===== config.mk =====
export PLATFORM = sky130hd
export DESIGN_NAME = sprite_dma
export DESIGN_NICKNAME = d
export VERILOG_FILES = /design/src/rtl/sprite_dma.sv
export SDC_FILE = /design/constraint.sdc
export NUM_CORES = 1
export LEC_CHECK = 0
export ABC_AREA = 0
export BUFFER_PORTS_ARGS = -buffer_cell sky130_fd_sc_hd__buf_2
export CORE_ASPECT_RATIO = 0.7
export CORE_MARGIN = 5
export CORE_UTILIZATION = 45
export DETAILED_ROUTE_END_ITERATION = 10
export GPL_ROUTABILITY_DRIVEN = 0
export PLACE_DENSITY = 0.76
export SYNTH_ARGS = -nofsm -noshare
export SYNTH_HDL_FRONTEND = slang
export SYNTH_SLANG_ARGS = --single-unit
export TNS_END_PERCENT = 10

===== constraint.sdc =====
create_clock -name clk -period 2.1 [get_ports clk]
set_input_delay 0.42 -clock clk [delete_from_list [all_inputs] [get_ports clk]]
set_output_delay 0.42 -clock clk [all_outputs]
set_load 0.01 [all_outputs]

===== src/rtl/sprite_dma.sv =====
// sprite_dma: bus-mastering 256-byte block copy engine.
// A CPU write to TRIGGER_ADDR latches a source page. The engine halts the CPU,
// then copies {page,00}..{page,FF} byte by byte into DEST_ADDR with strictly
// alternating READ/WRITE cycles, then returns the bus and pulses o_done.
// Bus outputs are decoded from the registered state only (Moore).
// o_state exposes the FSM encoding for debug and checker binding.
module sprite_dma #(
    parameter logic [15:0] TRIGGER_ADDR = 16'h4014,
    parameter logic [15:0] DEST_ADDR    = 16'h2004
) (
    input  logic        clk,
    input  logic        rst_x,
    input  logic [15:0] cpu_ab,
    input  logic        cpu_rw,
    input  logic [7:0]  cpu_db,
    input  logic [7:0]  bus_db,
    output logic        o_rdy,
    output logic        dma_active,
    output logic [15:0] dma_ab,
    output logic        dma_rw,
    output logic [7:0]  dma_db,
    output logic        o_done,
    output logic [2:0]  o_state
);

    typedef enum logic [2:0] {
        IDLE  = 3'd0,
        HALT  = 3'd1,
        ALIGN = 3'd2,
        READ  = 3'd3,
        WRITE = 3'd4
    } state_t;

    state_t     r_state;
    logic [7:0] r_page;
    logic [7:0] r_idx;
    logic [7:0] r_buf;
    logic       r_parity;
    logic       r_done;
    // Low for the first clock after reset so a trigger overlapping reset
    // release is not taken.
    logic       r_armed;
    logic       w_trigger;

    assign w_trigger = r_armed && (cpu_ab == TRIGGER_ADDR) && !cpu_rw;

    // Transfer FSM, page/index/data registers, parity toggle and done pulse.
    always_ff @(posedge clk or negedge rst_x) begin
        if (!rst_x) begin
            r_state  <= IDLE;
            r_page   <= 8'h00;
            r_idx    <= 8'h00;
            r_buf    <= 8'h00;
            r_parity <= 1'b0;
            r_done   <= 1'b0;
            r_armed  <= 1'b0;
        end else begin
            r_parity <= ~r_parity;
            r_armed  <= 1'b1;
            r_done   <= 1'b0;
            case (r_state)
                IDLE: begin
                    if (w_trigger) begin
                        r_page  <= cpu_db;
                        r_idx   <= 8'h00;
                        r_state <= HALT;
                    end
                end
                HALT: begin
                    // The CPU finishes pending write cycles before it freezes.
                    if (cpu_rw) begin
                        r_state <= r_parity ? ALIGN : READ;
                    end
                end
                ALIGN: begin
                    r_state <= READ;
                end
                READ: begin
                    r_buf   <= bus_db;
                    r_state <= WRITE;
                end
                WRITE: begin
                    r_idx <= r_idx + 8'd1;
                    if (r_idx == 8'hFF) begin
                        r_state <= IDLE;
                        r_done  <= 1'b1;
                    end else begin
                        r_state <= READ;
                    end
                end
                default: begin
                    r_state <= IDLE;
                end
            endcase
        end
    end

    // Moore output decode; the address never carries out of the page.
    assign o_rdy      = (r_state == IDLE);
    assign dma_active = (r_state == READ) || (r_state == WRITE);
    assign dma_ab     = (r_state == READ)  ? {r_page, r_idx} :
                        (r_state == WRITE) ? DEST_ADDR : 16'h0000;
    assign dma_rw     = (r_state != WRITE);
    assign dma_db     = (r_state == WRITE) ? r_buf : 8'h00;
    assign o_done     = r_done;
    assign o_state    = r_state;

endmodule

Yosys cells after proc, flatten, opt, wreduce, memory -nomap -nowiden

Cells that the tools add are included.
W data, S select, Z words.

$add $sub $neg: 1
Equality and inequality tests: 9
Reductions and logical operators: 9
Bitwise gates (word level): 1
Muxes and demuxes: 12

Operators with widths:

| operator               | number |
|---|---|
| $eq A16 B15 Y1 const B | 1 |
| $mux W16               | 1 |
| $mux W8                | 2 |
| $pmux W8 S2            | 1 |
| $pmux W3 S5            | 1 |
| $mux W14               | 1 |
| $add A8 B1 Y8 const B  | 1 |
| $eq A8 B8 Y1 const B   | 1 |
| $eq A3 B2 Y1 const B   | 2 |
| $mux W3                | 2 |
| $reduce_and A2 Y1      | 3 |
| $eq A3 B1 Y1 const B   | 1 |
| $eq A3 B3 Y1 const B   | 1 |
| $logic_not A3 Y1       | 1 |
| $mux W1                | 3 |
| $ne A3 B3 Y1 const B   | 1 |
| $logic_and A1 B1 Y1    | 2 |
| $mux W2                | 1 |
| $ne A2 B1 Y1 const B   | 1 |
| $ne A2 B2 Y1 const B   | 1 |
| $reduce_bool A2 Y1     | 1 |
| $logic_not A1 Y1       | 1 |
| $logic_or A1 B1 Y1     | 1 |
| $not A1 Y1             | 1 |

Bits in registers: 30
Word-level logic and storage cells: 39
Input port bits: 35

Logic depth before layout (Yosys ltp)

Gate-level depths: netlist (run 1).

Word-level depth: 5
Mapped depth: 5

Worst setup path before layout (run 1)

OpenSTA, ideal clock, no wires.

Path kind: input -> register
Start: in cpu_ab[13]
End: reg r_page[4]
Slack: 343 ps
Stages on the path: 5
Arrival time: 1631 ps
Cells stage by stage: nor4b_2 nand4_2 nor3_4 buf_6 mux2_4

Longest elaborated chain between the ends: 4

RTL lines:

| what                             | line | text |
|---|---|---|
| from (decl)                      | 13   | `input logic [15:0] cpu_ab,` |
| $eq A16 B15 Y1                   | 45   | `assign w_trigger = r_armed && (cpu_ab == TRIGGER_ADDR) && !cpu_rw;` |
| $logic_and A1 B1 Y1 (2 in a row) | 45   |  |
| $reduce_and A2 Y1 (no line)      | -    |  |
| to (signal assigned)             | 64   | `r_page <= cpu_db;` |
| to (decl)                        | 35   | `logic [7:0] r_page;` |

No other way between the ends.
A chain may end at the register's enable or synchronous reset.

Worst setup path after layout (run 1)

Start: reg r_state[0], in the netlist o_state[0]
End: out dma_active

Longest elaborated chain between the ends: 2
Elaborated cells on any way between the ends: 3

RTL lines:

| what                                                | line | text |
|---|---|---|
| from (decl)                                         | 34   | `state_t r_state;` |
| from (signal assigned)                              | 72   | `r_state <= r_parity ? ALIGN : READ;` |
| $eq A3 B2 Y1 / $eq A3 B3 Y1 (equally long branches) | 100  | `assign dma_active = (r_state == READ) \|\| (r_state == WRITE);` |
| $logic_or A1 B1 Y1 *                                | 100  |  |
| to (decl)                                           | 18   | `output logic dma_active,` |

Every way passes the cells marked *; elsewhere a longest branch is shown, timed or not.

==> results of run 1 <==
state kept, by name, summed over array words and instances (netlist names):
name	count
o_done	1
r_idx	8
r_buf	8
o_state	3
r_parity	1
r_page	8
r_armed	1
layer usage:
metal | track usage | wire length [microns] | vias to the layer above
met5 | 0 | 0 | -
met4 | 0.03133 | 0 | 0
met3 | 0.06383 | 283 | 0
met2 | 0.2512 | 1698 | 41
met1 | 0.2222 | 1641 | 643
li1 | - | - | 661
metrics by stage:
stage	utilization	hold WS, ps
6_report	0.6389	176.4
3_3_place_gp	0.6041	408.5
4_1_cts	0.6335	195.2
3_5_place_dp	0.6041	417.0
5_1_grt	0.6389	232.5
2_1_floorplan	-	124.4
layout make-up:
class | count | share of cell area
Inverter | 2 | 0.003634
Timing Repair Buffer | 73 | 0.1866
Clock inverter | 2 | 0.006057
Clock buffer | 6 | 0.03998
Multi-Input combinational cell | 107 | 0.3713
Sequential cell | 30 | 0.3640
Tap cell | 47 | 0.02847
cells in the final DEF, fill, tap and decap left out, drive strengths merged:
| cell type | netlist | layout |
|---|---|---|
| nand4 | 2 | 2 |
| or4 | 1 | 1 |
| nor2b | 3 | 3 |
| nor4 | 1 | 1 |
| o221a | 1 | 1 |
| mux2 | 16 | 16 |
| nand3 | 3 | 3 |
| nand3b | 1 | 1 |
| xor2 | 1 | 1 |
| and2b | 1 | 1 |
| and2 | 9 | 9 |
| nor2 | 5 | 5 |
| nor3b | 2 | 2 |
| a21oi | 3 | 3 |
| nand2 | 19 | 19 |
| clkinv | 0 | 1 |
| clkbuf | 5 | 6 |
| and3 | 15 | 15 |
| o31ai | 1 | 1 |
| o21ai | 6 | 6 |
| o311ai | 1 | 1 |
| nor3 | 5 | 5 |
| or3 | 1 | 1 |
| o211ai | 2 | 2 |
| conb | 1 | 1 |
| buf | 2 | 73 |
| clkinvlp | 0 | 1 |
| or2 | 1 | 1 |
| o21bai | 1 | 1 |
| nor4b | 3 | 3 |
| nand2b | 1 | 1 |
| ha | 1 | 1 |
| inv | 2 | 2 |
| dfrtp | 30 | 30 |
where the power goes:
group	leakage [nW]	internal, mW	switching (mW)
logic	0.693	0.339	0.381
registers	0.386	0.710	0.102
clock network	0.0472	0.263	0.208
what timing repair did:
action,CTS,global route
endpoints found under the setup margin,0,3
setup buffers,0,2
gates resized for setup,0,2
how the worst max path moves through the flow:
stage	start	to	slack [ps]	cells past startpoint
after floorplan	cpu_ab[13]	r_page[4]$_DFFE_PN0P_	340	5
after global placement	cpu_ab[13]	r_page[1]$_DFFE_PN0P_	230	6
after detailed placement	cpu_ab[13]	r_page[1]$_DFFE_PN0P_	210	6
after CTS	o_state[0]$_DFFE_PN0P_	dma_active	10	4
after global routing	o_state[0]$_DFFE_PN0P_	dma_active	20	4
final	o_state[0]$_DFFE_PN0P_	dma_active	100	4
critical path, cell delays in order, from the launching register on:
cell	delay, ps
dfrtp_2	450
nor2b_1	150
and2_2	270
or2_2	290
buf_2	140
cells by family (layout without fill, tap and decap cells):
logic type                 after synthesis  count (layout)  synth area share
other                                    1               1          0.002402
adders and majority gates                1               1          0.008012
and+or+nand+nor                         73              73            0.2885
buffers and inverters                    9              83           0.02884
DFF                                     30              30            0.4808
AOI/OAI and AO/OA                       15              15           0.06090
xor gates and xnor gates                 1               1          0.005610
muxes                                   16              16            0.1250
==> metrics.md, run 1 <==
| Metric | Value |
|---|---|
| Outcome | `complete, no violations` |
| Area of the core | `3233 sq um` |
| Crit-path max FO | `9` |
| Seq/Total Area, Yosys | `0.4808` |
| Most common library cells after synthesis | `30 x dfrtp_1, 19 x nand2_1, 15 x and3_1` |
| Setup WS post-layout | `97.73 ps` |
| TritonCTS clock tree | `yes` |
| Place WS | `210.0 ps` |
| Gr ovfl total | `0` |
| Yosys top cell area share | `0.4808` |
| First-pass detailed-route iteration total | `4` |
| Vias in the first global route | `1333` |
| Final instance area | `2066 sq um` |
| P_leak | `1.126 nW` |
| DR iter-0 viols | `81` |
| Top cells by area, synth | `dfrtp_1 48%, mux2_2 7.9%, and3_1 6.0%` |
| Worst-margin pin slew | `659.7 ps` |
| Antenna cell count | `0` |
| Nets | `255` |
| Clock skew | `5.425 ps` |
| Minimum clock period | `2002 ps` |
| Register-to-Register Path Depth | `5` |
| Via/cell ratio | `5.037` |
| Initial antenna violation count | `0` |
| Unique masters post-synth | `41` |
| Total power | `2.003 mW` |
| Synthesis Warnings | `0` |
| Top-count cell post-synth | `dfrtp_1` |
| FP Rows | `17` |
| Final period util | `0.9535` |
| Total negative slack | `0 ps` |
| RR Endpoint | `r_page[0]$_DFFE_PN0P_` |
| H-tree depth | `2` |
| Final Hold Violating Endpoints | `0` |
| Num CTS Buffers | `5` |
| DIE HEIGHT | `59.29 microns` |
| Register-to-register setup slack | `380 ps` |
| DRT antenna net count | `0` |
| Dpl hpwl | `2800 microns` |
| Hold-fix buffers at CTS | `0` |
| Max clock buf depth | `2` |
| WL/cell | `13.57 microns` |
| Synth Net Count | `182` |
| Max frequency | `499.4 MHz` |
| IO Port Bufs | `65` |
| Max_cap viols | `0` |
| Initial Util | `0.4830` |
| Critical Path RT | `1680 ps` |
| Crit Path Category | `flop to output pin` |
| Clock Root Buffer | `clkbuf_8` |
| Area of the multi-input gates | `767.0 sq um` |
| Ratio of cells with drive above 1 in the final layout | `0.4818` |
| Post-Layout Cell Count | `267` |
| Worst Setup Start Kind | `flop` |
| Yosys reg bits | `30` |
| First-pass GRT wire length | `6072 microns` |
| Post-synth top flop | `dfrtp_1` |
| Mean Syn Cell Area | `10.70 sq um` |
| EDFF count, synth | `0` |
| Clock Sink Count | `30` |
| Final WL | `3622 microns` |
| Asr flop ratio synth | `1.000` |
| Hold Path Class | `input pin to async pin` |
| Cells after Synth | `146` |
| Reg-to-Reg Start | `o_state[0]$_DFFE_PN0P_` |
| Die width | `80.41 microns` |
| Peak VDD IR | `470.6 uV` |
| DP Area | `1953 sq um` |
| # IOs | `66` |
| RSZ-0062 raised after global routing | `false` |
| PD cells | `969.5 nW/um^2` |
| Layout area overhead | `32.29%` |
| Critical Path Sink Type | `output pin` |
| Seq. cell area | `752.0 sq um` |
| Global-route usage over all layers | `0.1638` |
| Worst EP arrival | `1580 ps` |
| CTS clk-pin slew, worst paths | `70 ps` |
| FILL cells | `275` |
| Dpl cells | `257` |
| Largest net degree at the start of global routing | `31` |
| Final setup viols | `0` |
| Die area | `4767 sq um` |
| Slew Viols, Final | `0` |
| Residual DRC count | `0` |
| Area leader, netlist | `dfrtp_1` |
| Slew HR | `0.5602` |
| Synth Cell Area | `1561 sq um` |
| Clk_lat worst skew | `270 ps` |
| Vias | `1345` |
(Power assumes the default switching activity.)
==> run 2: changes to the inputs <==
--- a/config.mk
+++ b/config.mk
@@ -9,10 +9,9 @@
 export BUFFER_PORTS_ARGS = -buffer_cell sky130_fd_sc_hd__buf_2
 export CORE_ASPECT_RATIO = 0.7
 export CORE_MARGIN = 5
-export CORE_UTILIZATION = 45
+export CORE_UTILIZATION = 30
 export DETAILED_ROUTE_END_ITERATION = 10
 export GPL_ROUTABILITY_DRIVEN = 0
-export PLACE_DENSITY = 0.76
 export SYNTH_ARGS = -nofsm -noshare
 export SYNTH_HDL_FRONTEND = slang
 export SYNTH_SLANG_ARGS = --single-unit
==> run 2 against run 1 <==
Against the previous run: register-to-register slack about the same; critical path depth increased by 1; clock power increased by 21%; cell area increased by 1.9%; via count decreased by 4.0%; non-clock buffer count decreased by 2; worst setup slack improved by 27 ps; flip-flop and latch count unchanged; clock skew increased by 5.2 ps; maximum frequency increased by 1.4%; worst hold slack got worse by 5.0 ps.
==> metrics.md, run 2 (synthesis gave the netlist of run 1 again) <==
| Metric | Value |
|---|---|
| Outcome | `complete, no violations` |
| Area of the multi-input gates | `765.7 sq um (-0.16%)` |
| Ratio of cells with drive above 1 in the final layout | `0.4633 (-0.01852)` |
| # IOs | `66 (unchanged)` |
| Die width | `96.23 microns (+20%)` |
| Die area | `6771 sq um (+42%)` |
| DIE HEIGHT | `70.36 microns (+19%)` |
| Global-route usage over all layers | `0.1143 (-0.04958)` |
| FILL cells | `525 (+91%)` |
| Worst hold margin | `171.4 ps (-4.956 ps)` |
| First-pass detailed-route iteration total | `4 (unchanged)` |
| Minimum clock period | `1975 ps (-27.37 ps)` |
| FP Rows | `22 (+5)` |
| Slowest CP cell | `dfrtp_1` |
| RR Endpoint | `r_page[1]$_DFFE_PN0P_` |
| First-pass GRT wire length | `5934 microns (-2.3%)` |
| Crit-path cells | `nor3b_4 > buf_4 > inv_2 > nand2_1 > buf_2` |
| TritonCTS clock tree | `yes` |
| WL/cell | `12.92 microns (-4.8%)` |
| Final period util | `0.9404 (-0.01303)` |
| Final WL | `3746 microns (+3.4%)` |
| Initial Util | `0.3034 (-0.1796)` |
| Final setup viols | `0 (unchanged)` |
| Most frequent cells in the layout | `65 x buf_2, 29 x dfrtp_1, 19 x nand2_1` |
| Register-to-register setup slack | `370 ps (about the same)` |
| Dpl hpwl | `2784 microns (-0.59%)` |
| Top delay family on crit path | `buffers and inverters` |
| PD cells | `997.7 nW/um^2 (+2.9%)` |
| Slew HR | `0.5484 (-0.01176)` |
| Clock Sink Count | `30 (unchanged)` |
| Vias in the first global route | `1234 (-7.4%)` |
| Total negative slack | `0 ps (unchanged)` |
| RSZ-0062 raised after global routing | `false` |
| Antenna cell count | `0 (unchanged)` |
| Final core utilization | `0.4088 (-0.2301)` |
| Largest net degree at the start of global routing | `31 (unchanged)` |
| Clock Root Buffer | `clkbuf_8` |
| Max_cap viols | `0 (unchanged)` |
| CP bufs+invs | `3 (+2)` |
| Slew Viols, Final | `0 (unchanged)` |
| Critical Path Start | `o_state[2]$_DFFE_PN0P_` |
| Worst EP arrival | `1550 ps (-30 ps)` |
| Top flop regs | `r_buf (8), r_idx (8), r_page (8)` |
| IO Port Bufs | `65 (unchanged)` |
| Place WS | `206.7 ps (-3.251 ps)` |
| Setup WS post-layout | `125.1 ps (+27.37 ps)` |
| Post-Layout Cell Count | `290 (+8.6%)` |
| H-tree depth | `2 (unchanged)` |
| Crit-path max FO | `17 (+8)` |
| Critical Path Sink Type | `output pin` |
| Peak VDD IR | `468.8 uV (-0.39%)` |
| Max incr delay on CP | `440 ps (about the same)` |
| Clock skew | `10.66 ps (+5.240 ps)` |
| Register-to-Register Path Depth | `5 (unchanged)` |
| P_leak | `1.122 nW (-0.34%)` |
| Reg-to-Reg Start | `o_state[0]$_DFFE_PN0P_` |
| Initial antenna violation count | `0 (unchanged)` |
| Worst-margin pin slew | `677.4 ps (+17.64 ps)` |
| Vias | `1291 (-4.0%)` |
| Worst Setup Start Kind | `flop` |
| Hold-fix buffers at CTS | `0 (unchanged)` |
| DR iter-0 viols | `53 (-35%)` |
| CTS clk-pin slew, worst paths | `70 ps (about the same)` |
| Dpl cells | `282 (+9.7%)` |
| Max frequency | `506.4 MHz (+1.4%)` |
| Gr ovfl total | `0 (unchanged)` |
| Setup Buffers After CTS | `0 (unchanged)` |
| DRT antenna net count | `0 (unchanged)` |
| Layout area overhead | `34.78%` |
| Residual DRC count | `0 (unchanged)` |
| Critical Path RT | `1680 ps (about the same)` |
| Max clock buf depth | `2 (unchanged)` |
| Clk_lat worst skew | `280 ps (about the same)` |
| Via/cell ratio | `4.452 (-12%)` |
| Most common cell after layout, fill and taps aside | `buf_2` |
| Final Hold Violating Endpoints | `0 (unchanged)` |
| Area of the core | `5147 sq um (+59%)` |
| Post_cts resized | `0 (unchanged)` |
| Crit Path Category | `flop to output pin` |
| Nets | `253 (-0.78%)` |
| Hold Path Class | `input pin to async pin` |
| Seq. cell area | `752.0 sq um (unchanged)` |
| Num CTS Buffers | `5 (unchanged)` |
run 2: per-stage QoR:
step | area, sq um | power [mW]
2_1_floorplan | 1562 | 1.258
3_3_place_gp | 1997 | 1.545
3_5_place_dp | 1997 | 1.551
4_1_cts | 2103 | 2.127
5_1_grt | 2105 | 2.232
6_report | 2105 | 2.100
run 2: power breakdown:
| part | internal, mW | switching [mW] |
|---|---|---|
| combinational | 0.337 | 0.383 |
| clock | 0.355 | 0.214 |
| sequential | 0.710 | 0.101 |
run 2: area by class of cell:
class                      instances  share of cell area
inverter                           2            0.003567
clock inverter                     1             0.01427
sequential                        30              0.3573
multi-input combinational        107              0.3639
tap                               72             0.04281
timing repair buffer              71              0.1819
clock buffer                       7             0.03627
run 2: worst max path at each step:
stage	to	slack [ps]	cells past startpoint
floorplan	r_page[4]$_DFFE_PN0P_	340	5
global placement	r_page[3]$_DFFE_PN0P_	230	6
detailed placement	r_page[1]$_DFFE_PN0P_	210	6
CTS	dma_ab[13]	60	6
global route	dma_ab[2]	3	5
finish	dma_ab[2]	130	5
run 2: layer usage:
layer | routed length [microns] | track usage | vias to the layer above
li1 | - | - | 656
met4 | 19 | 0.02839 | 0
met2 | 1613 | 0.1614 | 36
met1 | 1785 | 0.1607 | 595
met5 | 0 | 0 | -
met3 | 327 | 0.04629 | 4
==> run 3: changes to the inputs <==
--- a/config.mk
+++ b/config.mk
@@ -7,11 +7,14 @@
 export LEC_CHECK = 0
 export ABC_AREA = 0
 export BUFFER_PORTS_ARGS = -buffer_cell sky130_fd_sc_hd__buf_2
+export CELL_PAD_IN_SITES_DETAIL_PLACEMENT = 1
+export CELL_PAD_IN_SITES_GLOBAL_PLACEMENT = 1
 export CORE_ASPECT_RATIO = 0.7
 export CORE_MARGIN = 5
 export CORE_UTILIZATION = 30
 export DETAILED_ROUTE_END_ITERATION = 10
 export GPL_ROUTABILITY_DRIVEN = 0
+export PLACE_DENSITY_LB_ADDON = 0.1
 export SYNTH_ARGS = -nofsm -noshare
 export SYNTH_HDL_FRONTEND = slang
 export SYNTH_SLANG_ARGS = --single-unit
==> run 3 against run 2 <==
Against the previous run: critical path depth is 1 lower; clock-buffer cell count stayed put; final cell count is 0.34% higher; via count is 5.0% higher; clock power is 16% lower; worst hold slack better by 7.3 ps; routed wire length is 15% higher; first-iteration DRC count is 53% higher; register-to-register slack worse by 40 ps; flip-flop and latch count stayed put; power is 4.1% lower; critical path type unchanged; largest power group unchanged.
==> metrics.md, run 3 (synthesis gave the netlist of run 1 again) <==
| Metric | Value |
|---|---|
| CTS clk-pin slew, worst paths | `70 ps (about the same)` |
| TritonCTS clock tree | `yes` |
| CP bufs+invs | `1 (-2)` |
| Residual DRC count | `0 (unchanged)` |
| Crit-path cells | `nor2b_1 > and2_1 > or2_2 > buf_2` |
| RSZ-0062 raised after global routing | `false` |
| Hold-fix buffers at CTS | `0 (unchanged)` |
| Final setup viols | `0 (unchanged)` |
| Top delay family on crit path | `simple AND/OR/NAND/NOR gates` |
| Max_cap viols | `0 (unchanged)` |
| Slew HR | `0.5472 (-0.001231)` |
| Hold Path Class | `input pin to async pin` |
| Clock Root Buffer | `clkbuf_8` |
| FP Rows | `22 (unchanged)` |
| Critical Path Sink Type | `output pin` |
| Max frequency | `507.3 MHz (+0.19%)` |
| Total negative slack | `0 ps (unchanged)` |
| Clock skew | `6.036 ps (-4.629 ps)` |
| Most common cell after layout, fill and taps aside | `buf_2` |
| FILL cells | `620 (+18%)` |
| Worst EP arrival | `1550 ps (about the same)` |
| Minimum clock period | `1971 ps (-3.772 ps)` |
| Num CTS Buffers | `5 (unchanged)` |
| # IOs | `66 (unchanged)` |
| Top flop regs | `r_buf (8), r_idx (8), r_page (8)` |
| Initial antenna violation count | `0 (unchanged)` |
| Register-to-register setup slack | `330 ps (-40 ps)` |
| Vias in the first global route | `1521 (+23%)` |
| Initial Util | `0.3034 (unchanged)` |
| Final core utilization | `0.4047 (-0.004132)` |
| Post_cts resized | `0 (unchanged)` |
| DIE HEIGHT | `70.36 microns (unchanged)` |
| Slew Viols, Final | `0 (unchanged)` |
| IO Port Bufs | `65 (unchanged)` |
| Outcome | `complete, no violations` |
| Area of the core | `5147 sq um (unchanged)` |
| Slowest CP cell | `dfrtp_1` |
| Worst Setup Start Kind | `flop` |
| Via/cell ratio | `4.660 (+4.7%)` |
| Max clock buf depth | `2 (unchanged)` |
| Die width | `96.23 microns (unchanged)` |
| Worst hold margin | `178.7 ps (+7.286 ps)` |
| Crit-path max FO | `6 (-11)` |
| Clock Sink Count | `30 (unchanged)` |
| DR iter-0 viols | `81 (+53%)` |
| Largest net degree at the start of global routing | `31 (unchanged)` |
| H-tree depth | `2 (unchanged)` |
| WL/cell | `14.80 microns (+15%)` |
| RR Endpoint | `r_page[6]$_DFFE_PN0P_` |
| Worst-margin pin slew | `679.2 ps (+1.847 ps)` |
| Ratio of cells with drive above 1 in the final layout | `0.4658 (+0.002451)` |
| Antenna cell count | `0 (unchanged)` |
| Layout area overhead | `33.41%` |
| Nets | `254 (+0.40%)` |
| Peak VDD IR | `420.4 uV (-10%)` |
| DRT antenna net count | `0 (unchanged)` |
| Dpl hpwl | `3364 microns (+21%)` |
| Final Hold Violating Endpoints | `0 (unchanged)` |
| Critical Path RT | `1680 ps (about the same)` |
| Max incr delay on CP | `460 ps (+20 ps)` |
| PD cells | `966.5 nW/um^2 (-3.1%)` |
| Setup Buffers After CTS | `0 (unchanged)` |
| Register-to-Register Path Depth | `5 (unchanged)` |
| Crit Path Category | `flop to output pin` |
| Clk_lat worst skew | `280 ps (about the same)` |
| First-pass GRT wire length | `7486 microns (+26%)` |
| Final period util | `0.9386 (-0.001796)` |
| P_leak | `1.122 nW (about the same)` |
| Reg-to-Reg Start | `o_state[0]$_DFFE_PN0P_` |
| Vias | `1356 (+5.0%)` |
| Gr ovfl total | `0 (unchanged)` |
| Final WL | `4307 microns (+15%)` |
| First-pass detailed-route iteration total | `4 (unchanged)` |
| Global-route usage over all layers | `0.1409 (+0.02669)` |
| Most frequent cells in the layout | `65 x buf_2, 30 x dfrtp_1, 19 x nand2_1` |
| Die area | `6771 sq um (unchanged)` |
[run 3: area by class of cell]
class / count / area, sq um / share of cell area
clock inverters: 1 / 5.005 / 0.002402
multi-input cells: 107 / 765.7 / 0.3676
repair buffers: 72 / 377.9 / 0.1814
flip-flops and latches: 30 / 750.7 / 0.3604
well taps: 72 / 90.09 / 0.04324
inverters: 2 / 7.507 / 0.003604
clock buffers: 7 / 86.33 / 0.04144
[run 3: worst max path at each step]
stage | to | start | depth (start not counted) | slack (ps)
floorplan | r_page[4]$_DFFE_PN0P_ | cpu_ab[13] | 5 | 340
global placement | r_page[5]$_DFFE_PN0P_ | cpu_ab[13] | 6 | 230
detailed placement | r_page[6]$_DFFE_PN0P_ | cpu_ab[13] | 6 | 160
CTS | dma_active | o_state[0]$_DFFE_PN0P_ | 4 | 100
global route | dma_active | o_state[0]$_DFFE_PN0P_ | 4 | 60
finish | dma_active | o_state[0]$_DFFE_PN0P_ | 4 | 130
[run 3: stage by stage]
| step | instance area [sq um] | worst slack (ps) | instances | power, mW |
|---|---|---|---|---|
| global route | 2083 | 61.56 | 291 | 2.157 |
| CTS | 2083 | 103.9 | 291 | 2.055 |
| floorplan | 1562 | 343.4 | 146 | 1.258 |
| detailed placement | 1992 | 160.9 | 283 | 1.558 |
| global placement | 1992 | 231.3 | 283 | 1.515 |
| finish | 2083 | 128.9 | 291 | 2.013 |
[run 3: routing by layer]
layer  global-route usage  part of all wire
met1               0.1827              0.45
met2               0.2211              0.49
met3              0.04306             0.051
met4              0.04732             0.012
met5                    0                 0
[run 3: worst register-to-register path: cells and delay by family, from the launching register on]
kind / cells / cell delay [ps]
buffers and inverters: 1 / 220
DFF: 1 / 460
muxes: 1 / 320
and+or+nand+nor: 3 / 650
[run 3: report_power, final]
group | internal [mW] | switching, mW
logic | 0.331 | 0.379
registers | 0.708 | 0.115
clock network | 0.264 | 0.216
total | 1.30 | 0.710
